$ cat config.mk
export PLATFORM = sky130hd
export DESIGN_NAME = sample_ctrl
export DESIGN_NICKNAME = d
export VERILOG_FILES = /design/src/rtl/sample_ctrl.sv
export SDC_FILE = /design/constraint.sdc
export NUM_CORES = 1
export LEC_CHECK = 0
export CAP_MARGIN = 20
export CORE_MARGIN = 1.5
export CORE_UTILIZATION = 47
export CTS_CLUSTER_DIAMETER = 30
export CTS_CLUSTER_SIZE = 10
export DETAILED_ROUTE_END_ITERATION = 16
export PLACE_DENSITY_LB_ADDON = 0.08
export SLEW_MARGIN = 20
export SYNTH_ARGS = -nofsm -noshare
export SYNTH_HDL_FRONTEND = slang
export SYNTH_SLANG_ARGS = --single-unit
$ cat constraint.sdc
create_clock -name clk -period 1.3 [get_ports clk]
set_input_delay 0.26 -clock clk [delete_from_list [all_inputs] [get_ports clk]]
set_output_delay 0.26 -clock clk [all_outputs]
set_load 0.005 [all_outputs]
$ cat src/rtl/sample_ctrl.sv
// Sample-averaging control FSM: sequences load / window-shift / sum operations
// on the datapath register file and pulses the downstream sample counter.
module sample_ctrl #(
    parameter int ADDR_W = 4
) (
    input  logic              clk,
    input  logic              n_reset,
    input  logic              dr,
    input  logic              overflow,
    output logic              cnt_up,
    output logic              clear,
    output logic              modwait,
    output logic [2:0]        op,
    output logic [ADDR_W-1:0] src1,
    output logic [ADDR_W-1:0] src2,
    output logic [ADDR_W-1:0] dest,
    output logic              err
);
    localparam logic [2:0] OP_NOP  = 3'b000;
    localparam logic [2:0] OP_COPY = 3'b001;
    localparam logic [2:0] OP_LOAD = 3'b010;
    localparam logic [2:0] OP_ADD  = 3'b100;

    typedef enum logic [3:0] {
        IDLE, STORE, SORT1, SORT2, SORT3, SORT4, ADD1, ADD2, ADD3, EIDLE
    } state_t;

    typedef struct packed {
        logic [2:0]        op;
        logic [ADDR_W-1:0] src1;
        logic [ADDR_W-1:0] src2;
        logic [ADDR_W-1:0] dest;
        logic              cnt_up;
        logic              err;
    } ctl_t;

    state_t state, nxt;
    ctl_t   ctl;

    // Moore decode; fields not named for a state stay at zero.
    function automatic ctl_t decode(input state_t s);
        ctl_t c;
        c    = '0;
        c.op = OP_NOP;
        case (s)
            STORE: begin c.op = OP_LOAD; c.dest = ADDR_W'(5); c.cnt_up = 1'b1; end
            SORT1: begin c.op = OP_COPY; c.src1 = ADDR_W'(2); c.dest = ADDR_W'(1); end
            SORT2: begin c.op = OP_COPY; c.src1 = ADDR_W'(3); c.dest = ADDR_W'(2); end
            SORT3: begin c.op = OP_COPY; c.src1 = ADDR_W'(4); c.dest = ADDR_W'(3); end
            SORT4: begin c.op = OP_COPY; c.src1 = ADDR_W'(5); c.dest = ADDR_W'(4); end
            ADD1:  begin c.op = OP_ADD;  c.src1 = ADDR_W'(1); c.src2 = ADDR_W'(2); end
            ADD2:  begin c.op = OP_ADD;  c.src1 = ADDR_W'(0); c.src2 = ADDR_W'(3); end
            ADD3:  begin c.op = OP_ADD;  c.src1 = ADDR_W'(0); c.src2 = ADDR_W'(4); end
            EIDLE: c.err = 1'b1;
            default: ;
        endcase
        return c;
    endfunction

    always_comb begin
        nxt = IDLE;
        case (state)
            IDLE:    nxt = dr ? STORE : IDLE;
            STORE:   nxt = dr ? SORT1 : EIDLE;
            SORT1:   nxt = SORT2;
            SORT2:   nxt = SORT3;
            SORT3:   nxt = SORT4;
            SORT4:   nxt = ADD1;
            ADD1:    nxt = overflow ? EIDLE : ADD2;
            ADD2:    nxt = overflow ? EIDLE : ADD3;
            ADD3:    nxt = overflow ? EIDLE : IDLE;
            EIDLE:   nxt = dr ? STORE : EIDLE;
            default: nxt = IDLE;
        endcase
    end

    // Outputs are decoded from the next state so they are registered yet
    // still track the current state cycle-for-cycle.
    always_ff @(posedge clk or negedge n_reset) begin
        if (!n_reset) begin
            state   <= IDLE;
            ctl     <= '0;
            modwait <= 1'b0;
            clear   <= 1'b0;
        end else begin
            state   <= nxt;
            ctl     <= decode(nxt);
            modwait <= (nxt != IDLE) && (nxt != EIDLE);
            clear   <= (nxt == EIDLE) && (state != EIDLE);
        end
    end

    assign op     = ctl.op;
    assign src1   = ctl.src1;
    assign src2   = ctl.src2;
    assign dest   = ctl.dest;
    assign cnt_up = ctl.cnt_up;
    assign err    = ctl.err;
endmodule

==> results.json <==
{
  "status": "finished clean",
  "cts_root_buf": "clkbuf_4",
  "core-area_um2": 1783,
  "fmax_ghz": 0.8186,
  "die_area_um2": 2223,
  "worst_slack_ps": 78.43,
  "cp.arrival_ps": 1420,
  "critPathKind": "flop to flop",
  "nets": 119,
  "drt_iter0_drc": 14,
  "clock-sinks": 19,
  "final_area_um2": 1181,
  "finClkSkew_ps": 6.924,
  "cts_max_level": 1,
  "reg2regPathDepth": 4,
  "die_y_um": 47.15,
  "p_per_area_nw_per_um2": 2125,
  "placement_rows": 15,
  "layout-drive-gt1-share_pct": 21.93,
  "io_pins": 23,
  "grt_pass1_wl_um": 2739,
  "hold_path_class": "primary input to asynchronous set/reset pin",
  "cp_slowest_cell": "dfrtp_2",
  "cts_tree": "built",
  "cp-end-kind": "flop",
  "grt.total_usage_pct": 18.02,
  "clock_latency_ps": 290,
  "cts.clk_slew.worst_paths_ps": 110,
  "ys_ff_latch": 19,
  "n_antenna_cell": 0,
  "wl_per_cell_um": 12.28,
  "dp_hpwl_um": 1267,
  "leakage_nw": 0.5989,
  "syn-cell-area_um2": 915.9,
  "synth-async-reset-ratio_pct": 100.0,
  "setup.worst_path.start_class": "flop",
  "dieWidth_um": 47.15,
  "cts_buffers": 3,
  "r2r_start": "state[1]",
  "synth_warnings": 0,
  "postRouteAntennaNets": 0,
  "synth_edf_count": 0,
  "maxCapViolCount": 0,
  "synth_top_area_share_pct": 51.91,
  "min_period_ps": 1222,
  "post-route-period-util_pct": 93.97,
  "portBuffers": 19,
  "via_per_inst": 5.216,
  "grt_setup_unrepaired": "no",
  "slowest_delay_ps": 510,
  "yosysSeqAreaShare_pct": 51.91,
  "synth_area_leaders": "dfrtp_1, buf_4, nand2b_1, buf_6, a21oi_1",
  "synth.top_cells.by_count": "dfrtp_1, nor2_1, a21oi_1, nand2b_1, o21ai_0",
  "placed_cell_area_um2": 1169,
  "grt_pass1_vias": 617,
  "dr_total_vias": 725,
  "initial_core_util_pct": 51.37,
  "drc": 0,
  "synth_area_leader_cell": "dfrtp_1",
  "first_pass_iters": 4,
  "syn2layout_area_growth_pct": 28.96,
  "syn_inst": 87,
  "detailedPlace.worstSlack_ps": -156.5,
  "path_max_fanout": 13,
  "maxSlewViolCount": 0,
  "crit_chain": "buf_4 -> nor2_4 -> inv_1 -> a221oi_2",
  "grt_start_max_net_pins": 20,
  "fin_util_pct": 66.25,
  "hold_viol": 0,
  "synth_area_per_cell_um2": 10.53,
  "postCtsSetupBuffers": 0,
  "overflow": 0,
  "synth.distinct_cells": 30,
  "ir_worst_vdd_uv": 1223,
  "tns_ps": 0,
  "gp_congestion": 0.8594,
  "routed_wl_um": 1707,
  "synth_ff_type": "dfrtp_1",
  "synth_most_common_cell": "dfrtp_1",
  "setup_viol_count_final": 0,
  "crit_path_start": "state[1]",
  "hold_buffers": 0,
  "critPathRequiredTime_ps": 1500,
  "antenna_found_initial": 0,
  "cts_buffer_depth": 2,
  "total_power_mw": 2.510
}
[timing repair]
action	in CTS	in global routing
hold endpoints to repair	0	0
endpoints found under the setup margin	18	5
gates resized for setup	17	2
[layout make-up]
cell class                      instances  area [um^2]
Inverter                                2        7.507
Clock buffer                            3        22.52
Tap cell                               25        31.28
Multi-Input combinational cell         57        356.6
Fill cell                             158        601.8
Sequential cell                        19        478.0
Clock inverter                          1        5.005
Timing Repair Buffer                   32        280.3
[state kept, by name, indices dropped and copies added (netlist names)]
| name | flops |
|---|---|
| src1 | 3 |
| modwait | 1 |
| src2 | 3 |
| dest | 3 |
| state | 4 |
| clear | 1 |
| op | 2 |
| err | 1 |
| cnt_up | 1 |
[routing by layer]
layer / global-route usage, % / up-vias / wire length [um]
li1: - / 350 / -
met1: 24.10 / 349 / 767
met2: 27.95 / 24 / 842
met3: 2.692 / 2 / 69
met4: 10.00 / 0 / 27
met5: 0 / - / 0
[worst max-delay path, delay by kind of cell, from the launching register on]
kind | cells | cell delay (ps)
AO/OA/AOI/OAI | 1 | 280
buffers and inverters | 2 | 230
flip-flops | 1 | 510
AND/OR/NAND/NOR | 1 | 110
[logic make-up after synthesis]
group | share of synthesized area [%]
AND/OR/NAND/NOR | 19.40
AO/OA/AOI/OAI | 14.75
flip-flops | 51.91
buffers and inverters | 10.25
multiplexers | 2.322
XOR/XNOR | 0.9565
other | 0.4094
[cell usage in the layout (no fill, tap or decap), types with 5 or more instances in the layout]
master / synthesis / routed
a21oi_1: 6 / 6
buf_4: 5 / 12
dfrtp_1: 19 / 17
nand2_1: 5 / 5
o21ai_0: 6 / 6
nand2b_1: 6 / 6
dlygate4sd2_1: 0 / 16
nor2_1: 7 / 6
[where the power goes]
| part | total, mW | switching (mW) | internal [mW] |
|---|---|---|---|
| combinational | 1.25 | 0.573 | 0.676 |
| clock | 0.285 | 0.171 | 0.114 |
| sequential | 0.976 | 0.164 | 0.812 |
| total | 2.51 | 0.908 | 1.60 |
[per-stage QoR]
step / hold slack (ps) / cells
final: 293.7 / 139
after global routing: 314.5 / 139
after CTS: 295.6 / 139
after detailed placement: 612.8 / 135
after global placement: 595.6 / 135
after floorplan: -35.59 / 89
[path summary, 6_finish.rpt]
path                                 end  slack, ps
worst max-delay path               op[0]         80
worst min-delay path            state[2]        290
worst max register to register     op[0]         80
worst min register to register   modwait        650
max in group asynchronous       state[0]        790
min in group clk                 modwait        650
Note: power is estimated with default switching activity, not from simulation.
